$ cat src/rtl/corner_scan_controller_if.sv
// Corner-coordinate stream: valid/ready handshake carrying the window centre of
// each detected corner from the scan controller to its consumer.
interface corner_scan_controller_if;
    logic       corner_valid;
    logic       corner_ready;
    logic [8:0] corner_x;
    logic [7:0] corner_y;

    modport master (
        output corner_valid,
        output corner_x,
        output corner_y,
        input  corner_ready
    );

    modport slave (
        input  corner_valid,
        input  corner_x,
        input  corner_y,
        output corner_ready
    );
endinterface

$ cat src/rtl/corner_scan_controller.sv
// Corner scan controller: walks the raster of one frame of 5x5 windows, counts
// corners on interior windows and queues their window-centre coordinates in a
// first-word-fall-through FIFO that the consumer drains at its own pace.
module corner_scan_controller #(
    parameter int unsigned IMG_WIDTH  = 320,
    parameter int unsigned IMG_HEIGHT = 240,
    parameter int unsigned FIFO_DEPTH = 16
) (
    input  logic                            clk,
    input  logic                            rst,
    input  logic                            frame_start,
    input  logic                            pix_valid,
    input  logic                            corner_in,
    output logic                            busy,
    output logic                            frame_done,
    output logic [7:0]                      corner_count,
    output logic                            overflow,
    corner_scan_controller_if.master        corner_if
);

    localparam int unsigned PtrW     = $clog2(FIFO_DEPTH);
    localparam int unsigned XLastI   = IMG_WIDTH - 1;
    localparam int unsigned YLastI   = IMG_HEIGHT - 1;
    localparam logic [8:0]  XLast    = XLastI[8:0];
    localparam logic [7:0]  YLast    = YLastI[7:0];
    localparam logic [PtrW:0]   FillFull = FIFO_DEPTH[PtrW:0];
    localparam logic [PtrW:0]   FillOne  = 1;
    localparam logic [PtrW-1:0] PtrOne   = 1;

    typedef enum logic [1:0] {StIdle, StScan, StDone} state_e;

    state_e          r_state;
    logic [8:0]      r_x;
    logic [7:0]      r_y;
    logic [7:0]      r_count;
    logic            r_overflow;

    // FIFO entries are {centre_x, centre_y}
    logic [16:0]     r_mem [FIFO_DEPTH];
    logic [PtrW-1:0] r_wr_ptr;
    logic [PtrW-1:0] r_rd_ptr;
    logic [PtrW:0]   r_fill;

    logic            w_interior;
    logic            w_accept;
    logic            w_full;
    logic            w_pop;
    logic            w_push;
    logic [16:0]     w_head;

    assign w_interior = (r_x >= 9'd4) && (r_y >= 8'd4);
    assign w_accept   = (r_state == StScan) && pix_valid && corner_in && w_interior;
    assign w_full     = (r_fill == FillFull);
    assign w_pop      = corner_if.corner_valid && corner_if.corner_ready;
    // A full FIFO still takes the push when the head leaves in the same cycle
    assign w_push     = w_accept && (!w_full || w_pop);
    assign w_head     = r_mem[r_rd_ptr];

    assign busy         = (r_state == StScan);
    assign frame_done   = (r_state == StDone);
    assign corner_count = r_count;
    assign overflow     = r_overflow;

    // Head is gated so the coordinate bus reads zero whenever the FIFO is empty
    assign corner_if.corner_valid = (r_fill != '0);
    assign corner_if.corner_x     = corner_if.corner_valid ? w_head[16:8] : 9'd0;
    assign corner_if.corner_y     = corner_if.corner_valid ? w_head[7:0]  : 8'd0;

    // Frame FSM: raster position, saturating corner count and sticky overflow.
    always_ff @(posedge clk) begin
        if (rst) begin
            r_state    <= StIdle;
            r_x        <= '0;
            r_y        <= '0;
            r_count    <= '0;
            r_overflow <= 1'b0;
        end else begin
            unique case (r_state)
                StIdle: begin
                    if (frame_start) begin
                        r_state    <= StScan;
                        r_x        <= '0;
                        r_y        <= '0;
                        r_count    <= '0;
                        r_overflow <= 1'b0;
                    end
                end
                StScan: begin
                    if (pix_valid) begin
                        if (w_accept) begin
                            if (r_count != 8'hFF) begin
                                r_count <= r_count + 8'd1;
                            end
                            if (!w_push) begin
                                r_overflow <= 1'b1;
                            end
                        end
                        if (r_x == XLast) begin
                            r_x <= '0;
                            if (r_y == YLast) begin
                                r_state <= StDone;
                            end else begin
                                r_y <= r_y + 8'd1;
                            end
                        end else begin
                            r_x <= r_x + 9'd1;
                        end
                    end
                end
                StDone: begin
                    r_state <= StIdle;
                end
                default: begin
                    r_state <= StIdle;
                end
            endcase
        end
    end

    // FIFO pointers and occupancy; reset empties the queue.
    always_ff @(posedge clk) begin
        if (rst) begin
            r_wr_ptr <= '0;
            r_rd_ptr <= '0;
            r_fill   <= '0;
        end else begin
            if (w_push) begin
                r_wr_ptr <= r_wr_ptr + PtrOne;
            end
            if (w_pop) begin
                r_rd_ptr <= r_rd_ptr + PtrOne;
            end
            if (w_push && !w_pop) begin
                r_fill <= r_fill + FillOne;
            end else if (!w_push && w_pop) begin
                r_fill <= r_fill - FillOne;
            end
        end
    end

    // FIFO storage writes the window centre of each accepted corner.
    always_ff @(posedge clk) begin
        if (w_push) begin
            r_mem[r_wr_ptr] <= {r_x - 9'd2, r_y - 8'd2};
        end
    end

endmodule

$ cat src/flat_wrapper.sv
// flat-port wrapper written by rule: the top's interface ports become plain ports
module corner_scan_controller_flat 
#(
    parameter int unsigned IMG_WIDTH  = 320,
    parameter int unsigned IMG_HEIGHT = 240,
    parameter int unsigned FIFO_DEPTH = 16
)
  (clk, rst, frame_start, pix_valid, corner_in, busy, frame_done, corner_count, overflow, corner_if_corner_valid, corner_if_corner_x, corner_if_corner_y, corner_if_corner_ready);
  corner_scan_controller_if corner_if_i ();
  input  logic clk;
  input  logic rst;
  input  logic frame_start;
  input  logic pix_valid;
  input  logic corner_in;
  output logic busy;
  output logic frame_done;
  output logic [7:0] corner_count;
  output logic overflow;
  output wire logic [$bits(corner_if_i.corner_valid)-1:0] corner_if_corner_valid;
  output wire logic [$bits(corner_if_i.corner_x)-1:0] corner_if_corner_x;
  output wire logic [$bits(corner_if_i.corner_y)-1:0] corner_if_corner_y;
  input wire logic [$bits(corner_if_i.corner_ready)-1:0] corner_if_corner_ready;
  assign corner_if_corner_valid = corner_if_i.corner_valid;
  assign corner_if_corner_x = corner_if_i.corner_x;
  assign corner_if_corner_y = corner_if_i.corner_y;
  assign corner_if_i.corner_ready = corner_if_corner_ready;
  corner_scan_controller #(.IMG_WIDTH(IMG_WIDTH), .IMG_HEIGHT(IMG_HEIGHT), .FIFO_DEPTH(FIFO_DEPTH)) u_core (.clk(clk), .rst(rst), .frame_start(frame_start), .pix_valid(pix_valid), .corner_in(corner_in), .busy(busy), .frame_done(frame_done), .corner_count(corner_count), .overflow(overflow), .corner_if(corner_if_i));
endmodule
$ cat config.mk
export PLATFORM = sky130hd
export DESIGN_NAME = corner_scan_controller_flat
export DESIGN_NICKNAME = d
export VERILOG_FILES = /design/src/rtl/corner_scan_controller_if.sv /design/src/rtl/corner_scan_controller.sv /design/src/flat_wrapper.sv
export SDC_FILE = /design/constraint.sdc
export NUM_CORES = 1
export LEC_CHECK = 0
export BUFFER_PORTS_ARGS = -buffer_cell sky130_fd_sc_hd__clkbuf_2
export CORE_MARGIN = 2
export CORE_UTILIZATION = 45
export DETAILED_ROUTE_END_ITERATION = 10
export HOLD_SLACK_MARGIN = 0.08
export PLACE_DENSITY = 0.59
export SYNTH_ARGS = -nofsm -noshare
export SYNTH_HDL_FRONTEND = slang
export SYNTH_SLANG_ARGS = --single-unit
$ cat constraint.sdc
create_clock -name clk -period 2.9 [get_ports clk]
set_clock_uncertainty 0.2 [all_clocks]
set_input_delay 0.145 -clock clk [delete_from_list [all_inputs] [get_ports clk]]
set_output_delay 0.145 -clock clk [all_outputs]
set_load 0.03 [all_outputs]
==> summary.txt, run 1 <==
Global route
  – Initial antenna violation count: 0
  – First-pass GRT wire length: around 43000 µm
  – Grt total ovfl: 0
  – Largest net degree at the start of global routing: 69
  – Overall routing resource usage: between 10% and 20%
  – Vias in the first global route: about 7400

Synthesis
  – Mapped Area: around 13000 µm²
  – Post-synth EDFFs: ~270
  – Avg Cell Area, Syn: ~17 µm²
  – Synth area leaders: edfxtp_1, mux4_2, dfxtp_1
  – Top_reg_cell synth: edfxtp_1
  – Async S/R FF share, synth: 0%
  – Post-synth top area cell: edfxtp_1
  – Count of cell types in the netlist: 57
  – Ys Warns: 0
  – Synthesized instance count: around 750
  – Syn Nets: approximately 770
  – Yosys reg bits: between 300 and 400
  – Fraction of the yosys area taken by sequential cells: a little over two thirds
  – Synth top area share: between 60% and 70%

Pwr
  – Pwr dens: 772 nW/µm²
  – P_leak: roughly 4.8 nW
  – Peak VDD IR: ~690 µV

Timing
  – Setup-failing EPs final: 0
  – Final min period: between 2 and 3 ns
  – Max Slew Vio Count: 0
  – Worst Tran Pin Value: roughly 1.2 ns
  – Fmax: 0.356 GHz
  – Tcrit/Tclk final: roughly 97%
  – Final hold viol count: 0
  – Slew headroom: 16.5%
  – Worst Setup Slack, final: between 0.09 and 0.1 ns
  – RSZ-0062 raised after global routing: yes

Worst setup path
  – Worst setup EP type: output port
  – Slowest-stage cell, CP: mux4_2
  – CP bufs+invs: 2
  – R2R Setup Slk: 0.14 ns
  – CP Cell Sequence: buf_12 -> mux4_2 -> mux2i_1 -> o22ai_1 -> clkbuf_2
  – Startpoint Class: flip-flop
  – Kind of critical path: flip-flop to output port
  – Worst EP arrival: ~2.5 ns
  – Worst-path fanout max: 26
  – Critical path data required time: between 2 and 3 ns
  – CP peak stage delay: 0.54 ns
  – Crit path max-delay family: multiplexers

Layout
  – Area Growth Syn to Fin: 18.4%
  – Fin area: between 15000 and 20000 µm²
  – Non-Filler Instances: between 1000 and 1500
  – Diodes inserted: 0
  – Share of cells above drive strength 1: between 30% and 40%
  – Filler cell count: ~2300
  – Final #Nets: just under 900

Floorplanning
  – Die Ht: 174 µm
  – Die X: around 170 µm
  – Core box area: 28500 µm²
  – IO Pins: 35
  – Full die area: 30200 µm²
  – Row count: 62
  – Initial core utilization: between 40 and 50%

Routing
  – Final WL: ~28000 µm
  – Initial DRC Count: approximately 460
  – Antenna Nets Post-Route: 0
  – DRC: 0
  – Wire length per cell: approximately 22 µm
  – Vias/cell: around 5.6
  – Vias post-DR: 7036
  – Detailed Routing Iterations Pass 1: 4

CTS
  – Skew-Pair Late Insertion Delay: slightly below 0.5 ns
  – CTS H-tree depth: 2
  – CTS tree: yes
  – Inserted Clock Buffers: 34
  – TritonCTS Sinks: approximately 320
  – Post-CTS Repair Setup Buffers: 0
  – Worst-case clock buffer depth: 3
  – CTS clk-pin slew, worst paths: ~0.060 ns
  – Root Driver: clkbuf_16

Job
  – Max_cap viols: 0

Placed design
  – GPL Wtd Cong: 0.835
  – Placed insts: about 1200
  – Hpwl dp: between 15000 and 20000 µm
  – Pre-CTS WS: -0.0839 ns
  – IO buf count: 34
  – Area after DPL: between 10000 and 15000 µm²

Min path
  – Type of the tightest min-delay check: flip-flop to flip-flop

Run status
  – Status: finished, final reports clean
==> cell usage after synthesis (3+ instances only) <==
| library cell | instances |
|---|---|
| nand2b_1 | 3 |
| or3_1 | 8 |
| nor3_1 | 10 |
| xnor2_1 | 17 |
| nand2_1 | 25 |
| or4_1 | 4 |
| o22ai_1 | 18 |
| clkbuf_1 | 19 |
| a21o_1 | 4 |
| nand3_1 | 11 |
| mux4_2 | 68 |
| inv_1 | 22 |
| nor4_1 | 6 |
| ha_1 | 18 |
| a21oi_1 | 17 |
| mux2i_1 | 38 |
| nor2_1 | 53 |
| edfxtp_1 | 272 |
| dfxtp_1 | 45 |
| and3_1 | 9 |
| buf_2 | 12 |
| xor2_1 | 12 |
| buf_1 | 4 |
| o21ai_0 | 5 |
| o211ai_1 | 4 |
==> registers in the layout (all words and copies together), names as in the netlist, 2 cells and up, named ones only <==
name / flops
u_core.corner_count: 8
u_core.r_fill: 5
u_core.r_mem: 272
u_core.r_rd_ptr: 4
u_core.r_state: 2
u_core.r_wr_ptr: 4
u_core.r_x: 9
u_core.r_y: 8
==> power by group <==
| part | internal [mW] | switching (mW) |
|---|---|---|
| clock | 2.71 | 1.68 |
| sequential | 4.95 | 0.0820 |
| combinational | 0.992 | 1.44 |
==> kinds of logic (layout without fill, tap and decap cells) <==
kind of cell             count (synthesis)  after routing  share of synthesized area [%]
flip-flops                             317            317                           69.9
AND/OR/NAND/NOR                        149            149                           5.87
multiplexers                           108            108                           14.9
XOR/XNOR                                29             29                           1.96
buffers and inverters                   63            195                           2.12
adder cells (fa/ha/maj)                 19             19                           1.89
AO/OA/AOI/OAI                           63             63                           3.32
==> layer usage <==
| metal | up-vias | routed length (µm) | global-route usage [%] |
|---|---|---|---|
| met4 | 0 | 391 | 3.89 |
| li1 | 3155 | - | - |
| met2 | 168 | 14200 | 32.3 |
| met5 | - | 0 | 0 |
| met1 | 3675 | 12100 | 26.2 |
| met3 | 38 | 1210 | 2.74 |
==> tightest hold or removal path, cell delays in order, from the launching register on <==
cell     delay (ns)
dfxtp_1        0.32
nand2_1        0.06
a21oi_1        0.07
==> final timing paths <==
kind                 startpoint                    end  cells past startpoint
min reg2reg  u_core.r_rd_ptr[1]              flip-flop                      2
max                   flip-flop  corner_if_corner_y[0]                      5
min          u_core.r_rd_ptr[1]              flip-flop                      2
max reg2reg    u_core.r_fill[0]       u_core.r_fill[4]                     10
==> cell type report <==
cell class / instances / area (µm²) / share of cell area, %
Clock buffer: 47 / 973 / 6.34
Sequential cell: 317 / 9080 / 59.1
Tap cell: 384 / 480 / 3.13
Clock inverter: 15 / 183 / 1.19
Timing Repair Buffer: 110 / 808 / 5.26
Multi-Input combinational cell: 368 / 3750 / 24.4
Inverter: 23 / 88.8 / 0.578
==> metrics by stage <==
step / utilization (%) / setup TNS [ns] / hold WS (ns) / power [mW]
after floorplan: - / 0 / 0.104 / 6.82
after global placement: 49.4 / 0 / 0.266 / 7.50
after detailed placement: 49.4 / -0.0839 / 0.271 / 7.55
after CTS: 53.7 / 0 / 0.297 / 11.9
after global routing: 53.8 / -0.133 / 0.340 / 12.3
final: 53.8 / 0 / 0.295 / 11.9
==> cell usage in the layout (no fill, tap or decap), types with 4 or more instances in the layout <==
cell type / Yosys / routed
a21o_1: 4 / 4
a21oi_1: 17 / 15
and3_1: 9 / 9
buf_12: 0 / 4
buf_4: 1 / 65
bufinv_16: 0 / 4
clkbuf_1: 19 / 9
clkbuf_16: 0 / 37
clkbuf_2: 2 / 34
clkinv_2: 0 / 5
clkinvlp_4: 0 / 4
dfxtp_1: 45 / 38
dfxtp_2: 0 / 6
dlygate4sd3_1: 0 / 7
edfxtp_1: 272 / 272
ha_1: 18 / 17
inv_1: 22 / 21
mux2i_1: 38 / 38
mux4_2: 68 / 68
nand2_1: 25 / 25
nand3_1: 11 / 11
nor2_1: 53 / 41
nor2_2: 0 / 12
nor3_1: 10 / 6
o211ai_1: 4 / 4
o21ai_0: 5 / 5
o22ai_1: 18 / 18
or3_1: 8 / 8
or4_1: 4 / 4
xnor2_1: 17 / 17
xor2_1: 12 / 12
==> repair_timing <==
item	CTS	global route
gates resized for setup	4	9
hold buffers	7	0
endpoints found under the hold margin	28	0
pin swaps	2	2
cloned	0	0
setup endpoints to repair	1	6
Power figures use the tool's default switching activity.
==> inputs of run 2 (changes only) <==
Settings changed: BUFFER_PORTS_ARGS -buffer_cell sky130_fd_sc_hd__clkbuf_2 to -buffer_cell sky130_fd_sc_hd__buf_4, GPL_ROUTABILITY_DRIVEN from default to 0.
==> run 2 against run 1 <==
  * Sequential power hardly changed
  * Design area is 0.19% lower
  * Largest power group unchanged
  * Clock power is 12% lower
  * Sequential share of layout area is 0.087 points higher
  * Register-to-register slack hardly changed
  * Die area stayed put
  * Power is 3.1% lower
  * Critical path depth is 5 higher
  * Flip-flop and latch count stayed put
  * Critical endpoint is now u_core.r_fill[4]
==> summary.txt, run 2 (same netlist as run 1, synthesis figures left out) <==
Pwr
  – Pwr dens: 750 nW/µm² (was 772 nW/µm²)
  – Peak VDD IR: 637 µV (was 688 µV)
  – P_leak: 4.73 nW (was 4.75 nW)
  – Design Power: 11.5 mW (was 11.9 mW)

Timing
  – Slew headroom: 17.8% (was 16.5%)
  – Max Slew Vio Count: 0 (unchanged)
  – RSZ-0062 raised after global routing: no (was yes)
  – Setup-failing EPs final: 0 (unchanged)
  – Hold slack: 0.306 ns (was 0.295 ns)
  – Final hold viol count: 0 (unchanged)
  – Worst Tran Pin Value: 1.23 ns (was 1.24 ns)
  – Fmax: 0.360 GHz (was 0.356 GHz)
  – Worst Setup Slack, final: 0.126 ns (was 0.0948 ns)
  – Tcrit/Tclk final: 95.7% (was 96.7%)
  – Final TNS setup: 0 ns (unchanged)
  – Final min period: 2.77 ns (was 2.81 ns)

Routing
  – DRC: 0 (unchanged)
  – Vias/cell: 5.52 (was 5.57)
  – Vias post-DR: 6993 (was 7036)
  – Antenna Nets Post-Route: 0 (unchanged)
  – Final WL: 28300 µm (was 28000 µm)
  – Initial DRC Count: 555 (was 456)
  – Detailed Routing Iterations Pass 1: 5 (was 4)
  – Wire length per cell: 22.3 µm (was 22.1 µm)

Layout
  – Top flop regs: u_core.r_mem x272, u_core.r_x x9 (unchanged)
  – Area Growth Syn to Fin: 18.2% (was 18.4%)
  – Max reg flops: 272 (unchanged)
  – Commonest cells after routing, fill and taps aside: edfxtp_1, buf_4, mux4_2, nor2_1, dfxtp_1 (was edfxtp_1, mux4_2, buf_4, nor2_1)
  – Non-Filler Instances: 1267 (was 1264)
  – Core Util, Final: 53.7% (was 53.8%)
  – Most flop-heavy register: u_core.r_mem (unchanged)
  – Diodes inserted: 0 (unchanged)
  – Filler cell count: 2323 (was 2310)
  – Share of cells above drive strength 1: 29.4% (was 30.2%)
  – Fin area: 15300 µm² (was 15400 µm²)
  – Commonest non-fill, non-tap cell in the layout: edfxtp_1 (unchanged)
  – Final #Nets: 885 (was 879)

CTS
  – TritonCTS Sinks: 317 (unchanged)
  – Skew-Pair Late Insertion Delay: 0.51 ns (was 0.49 ns)
  – Root Driver: clkbuf_16 (unchanged)
  – Worst-case clock buffer depth: 3 (unchanged)
  – Inserted Clock Buffers: 34 (unchanged)
  – Post-CTS Repair Setup Buffers: 0 (unchanged)
  – CTS H-tree depth: 2 (unchanged)
  – CTS clk-pin slew, worst paths: 0.06 ns (about the same)
  – CTS tree: yes (unchanged)

Floorplanning
  – Initial core utilization: 45.4% (unchanged)
  – Die X: 174 µm (unchanged)
  – Row count: 62 (unchanged)
  – IO Pins: 35 (unchanged)
  – Full die area: 30200 µm² (unchanged)
  – Die Ht: 174 µm (unchanged)
  – Core box area: 28500 µm² (unchanged)

Worst setup path
  – CP Cell Sequence: nor4_2 -> and3b_2 -> nor3b_4 -> ha_4 -> inv_2 -> ha_4 -> a21o_1 -> a21oi_2 -> mux2i_1 -> mux2_2 (was buf_12 -> mux4_2 -> mux2i_1 -> o22ai_1 -> clkbuf_2)
  – Cell mode on critical path: ha_4
  – Worst EP arrival: 2.96 ns (was 2.46 ns)
  – CP bufs+invs: 1 (was 2)
  – Crit path max-delay family: simple AND/OR/NAND/NOR gates (was multiplexers)
  – Worst setup EP type: flip-flop (was output port)
  – Worst-path fanout max: 4 (was 26)
  – Critical path data required time: 3.09 ns (was 2.56 ns)
  – Startpoint Class: flip-flop (unchanged)
  – Kind of critical path: flip-flop to flip-flop (was flip-flop to output port)
  – Worst R2R Path Depth: 10 (unchanged)
  – CP peak stage delay: 0.34 ns (was 0.54 ns)
  – Slowest-stage cell, CP: mux2_2 (was mux4_2)
  – WP depth: 10 (was 5)

Placed design
  – Placed insts: 1201 (was 1195)
  – Pre-CTS WS: -0.165 ns (was -0.0839 ns)
  – IO buf count: 34 (unchanged)
  – Hpwl dp: 18100 µm (was 17500 µm)
  – Area after DPL: 14200 µm² (was 14100 µm²)

Min path
  – Hold Path Depth: 2 (unchanged)
  – Type of the tightest min-delay check: flip-flop to flip-flop (unchanged)

Global route
  – Largest net degree at the start of global routing: 39 (was 69)
  – Vias in the first global route: 7375 (was 7406)
  – First-pass GRT wire length: 43500 µm (was 43400 µm)
  – Grt total ovfl: 0 (unchanged)
  – Initial antenna violation count: 0 (unchanged)
  – Overall routing resource usage: 19.2% (was 19.0%)

Job
  – Max_cap viols: 0 (unchanged)

Run status
  – Status: finished, final reports clean (unchanged)
## run 2: path summary, 6_finish.rpt
check	start	end	slack, ns
min	u_core.corner_count[7]	u_core.corner_count[7]	0.31
max	u_core.r_fill[0]	u_core.r_fill[4]	0.13
max reg2reg	u_core.r_fill[0]	u_core.r_fill[4]	0.13
min reg2reg	u_core.corner_count[7]	u_core.corner_count[7]	0.31
## run 2: metal layers
metal  GRT usage (%)  up-vias  share of wire [%]
met5               0        -                  0
met4            5.67        0                2.2
met3            2.68       53                4.1
met2            32.9      154                 50
met1            25.6     3620                 44
li1                -     3166                  -
## run 2: power breakdown
group / leakage, nW / internal, mW / switching [mW] / total [mW]
clock: 0.477 / 2.21 / 1.67 / 3.87
combinational: 1.65 / 1.15 / 1.45 / 2.60
sequential: 2.61 / 4.94 / 0.0785 / 5.02
## run 2: area by class of cell
class                           instances  area [µm²]  area share, %
Sequential cell                       317        9080           59.2
Multi-Input combinational cell        368        3760           24.6
Timing Repair Buffer                  116         938           6.12
Clock buffer                           43         906           5.91
Tap cell                              384         480           3.13
Inverter                               23        88.8          0.579
Clock inverter                         16        77.6          0.506
## run 2: repair_timing
item	in CTS	in global routing
hold endpoints to repair	35	0
hold buffers	7	0
resized for setup	5	5
pin swaps	3	5
setup endpoints to repair	1	1
## run 2: worst min-delay path: stages, from the launching register on
cell	delay (ns)
dfxtp_1	0.33
o31ai_1	0.07
a21oi_1	0.06
==> inputs of run 3 (changes only) <==
Settings changed: SETUP_SLACK_MARGIN from default to 0.2.
==> run 3 against run 2 <==
  * Sequential power about the same
  * Register-to-register slack better by 0.06 ns
  * Design area rose by 1.6%
  * Power increased by 3.6%
  * Die area unchanged
==> summary.txt, run 3 (same netlist as run 1, synthesis figures left out) <==
Worst setup path
  – Kind of critical path: flip-flop to flip-flop (unchanged)
  – CP peak stage delay: 0.35 ns (was 0.34 ns)
  – CP bufs+invs: 1 (unchanged)
  – Worst-path fanout max: 4 (unchanged)
  – CP Cell Sequence: nor4_4 -> a21o_1 -> nor3b_4 -> ha_4 -> inv_4 -> ha_4 -> a21o_1 -> a21oi_2 -> mux2i_1 -> mux2_2 (was nor4_2 -> and3b_2 -> nor3b_4 -> ha_4 -> inv_2 -> ha_4 -> a21o_1 -> a21oi_2 -> mux2i_1 -> mux2_2)
  – Slowest-stage cell, CP: mux2_2 (unchanged)
  – Crit path max-delay family: multiplexers (was simple AND/OR/NAND/NOR gates)
  – Worst EP arrival: 2.89 ns (was 2.96 ns)
  – Startpoint Class: flip-flop (unchanged)
  – Worst setup EP type: flip-flop (unchanged)
  – Critical path data required time: 3.08 ns (was 3.09 ns)

Floorplanning
  – Die Ht: 174 µm (unchanged)
  – Row count: 62 (unchanged)
  – Full die area: 30200 µm² (unchanged)
  – Die X: 174 µm (unchanged)
  – IO Pins: 35 (unchanged)
  – Initial core utilization: 45.4% (unchanged)
  – Core box area: 28500 µm² (unchanged)

Timing
  – Max Slew Vio Count: 0 (unchanged)
  – Hold slack: 0.102 ns (was 0.306 ns)
  – Worst Setup Slack, final: 0.188 ns (was 0.126 ns)
  – Tcrit/Tclk final: 93.5% (was 95.7%)
  – Final min period: 2.71 ns (was 2.77 ns)
  – Fmax: 0.369 GHz (was 0.360 GHz)
  – Setup-failing EPs final: 0 (unchanged)
  – RSZ-0062 raised after global routing: yes (was no)
  – Worst Tran Pin Value: 1.24 ns (was 1.23 ns)
  – Slew headroom: 16.8% (was 17.8%)
  – Final hold viol count: 0 (unchanged)

Layout
  – Most flop-heavy register: u_core.r_mem (unchanged)
  – Top flop regs: u_core.r_mem x272, u_core.r_x x9 (unchanged)
  – Diodes inserted: 0 (unchanged)
  – Final #Nets: 890 (was 885)
  – Core Util, Final: 54.6% (was 53.7%)
  – Area Growth Syn to Fin: 20.2% (was 18.2%)
  – Max reg flops: 272 (unchanged)
  – Commonest non-fill, non-tap cell in the layout: edfxtp_1 (unchanged)
  – Commonest cells after routing, fill and taps aside: edfxtp_1, buf_4, mux4_2, nor2_1, clkbuf_16 (was edfxtp_1, buf_4, mux4_2, nor2_1, dfxtp_1)
  – Share of cells above drive strength 1: 31.7% (was 29.4%)

Min path
  – Type of the tightest min-delay check: input pin to flip-flop (was flip-flop to flip-flop)

Routing
  – Vias/cell: 5.58 (was 5.52)
  – DRC: 0 (unchanged)
  – Initial DRC Count: 554 (was 555)
  – Vias post-DR: 7110 (was 6993)
  – Antenna Nets Post-Route: 0 (unchanged)
  – Final WL: 28800 µm (was 28300 µm)
  – Detailed Routing Iterations Pass 1: 5 (unchanged)
  – Wire length per cell: 22.6 µm (was 22.3 µm)

Job
  – Max_cap viols: 0 (unchanged)

CTS
  – Skew-Pair Late Insertion Delay: 0.50 ns (was 0.51 ns)
  – CTS tree: yes (unchanged)
  – Worst-case clock buffer depth: 3 (unchanged)
  – CTS H-tree depth: 2 (unchanged)
  – CTS clk-pin slew, worst paths: 0.06 ns (about the same)
  – TritonCTS Sinks: 317 (unchanged)
  – Inserted Clock Buffers: 34 (unchanged)
  – Root Driver: clkbuf_16 (unchanged)

Placed design
  – Pre-CTS WS: -0.0194 ns (was -0.165 ns)
  – Hpwl dp: 18300 µm (was 18100 µm)
  – IO buf count: 34 (unchanged)

Global route
  – Largest net degree at the start of global routing: 27 (was 39)
  – First-pass GRT wire length: 44000 µm (was 43500 µm)
  – Overall routing resource usage: 19.3% (was 19.2%)
  – Initial antenna violation count: 0 (unchanged)
  – Grt total ovfl: 0 (unchanged)
  – Vias in the first global route: 7275 (was 7375)

Pwr
  – Peak VDD IR: 694 µV (was 637 µV)
  – Pwr dens: 764 nW/µm² (was 750 nW/µm²)
  – P_leak: 4.85 nW (was 4.73 nW)

Run status
  – Status: finished, final reports clean (unchanged)
-- run 3: cell count changes in the layout (fill, tap and decap cells not counted), sizes merged --
cell and change:
bufinv +1, buf +5, clkinvlp -1, dlygate4sd3 -1, clkbuf +3
-- run 3: repair_timing --
action | 4_1_cts | 5_1_grt
hold buffers | 6 | 0
pin swaps | 6 | 3
hold endpoints to repair | 29 | 0
endpoints found under the setup margin | 18 | 11
setup buffers | 5 | 7
gates cloned | 0 | 1
gates resized for setup | 16 | 8
-- run 3: metal layers --
| layer | wire length (µm) | vias to the layer above | GRT usage, % |
|---|---|---|---|
| met3 | 1430 | 44 | 2.87 |
| met5 | 0 | - | 0 |
| met1 | 12600 | 3698 | 27.3 |
| met2 | 14200 | 183 | 32.1 |
| met4 | 524 | 0 | 4.17 |
| li1 | - | 3185 | - |
-- run 3: report_power, final --
| part | switching [mW] | total (mW) | internal, mW |
|---|---|---|---|
| sequential | 0.0770 | 5.03 | 4.95 |
| combinational | 1.50 | 2.77 | 1.27 |
| clock | 1.67 | 4.12 | 2.45 |
| total | 3.24 | 11.9 | 8.67 |
-- run 3: area by class of cell --
cell class                 count  area (µm²)
clock buffer                  45         976
clock inverter                16        97.6
fill                        2310       13000
inverter                      23        91.3
multi-input combinational    368        3810
sequential                   317        9090
tap                          384         480
timing repair buffer         121        1040
-- run 3: worst min-delay path, delay by kind of cell --
family / cells / cell delay (ns)
simple gates: 3 / 0.19
compound gates: 1 / 0.17
xor+xnor: 1 / 0.13
buf+inv: 1 / 0.11
-- run 3: worst paths after layout --
path	from	endpoint	slack [ns]	cells after the start
setup / recovery	u_core.r_x[8]	u_core.r_fill[4]	0.19	10
hold / removal	corner_in	u_core.corner_count[6]	0.10	6
setup reg to reg	u_core.r_x[8]	u_core.r_fill[4]	0.19	10
hold reg to reg	u_core.r_rd_ptr[3]	flip-flop	0.30	2
-- run 3: stage by stage --
| step | TNS (ns) | power (mW) | std cells | area, µm² |
|---|---|---|---|---|
| floorplan | 0 | 6.84 | 748 | 13100 |
| global placement | 0 | 7.62 | 1194 | 14200 |
| detailed placement | -0.0194 | 7.68 | 1194 | 14200 |
| CTS | 0 | 11.9 | 1266 | 15500 |
| global route | 0 | 12.4 | 1274 | 15600 |
| finish | 0 | 11.9 | 1274 | 15600 |
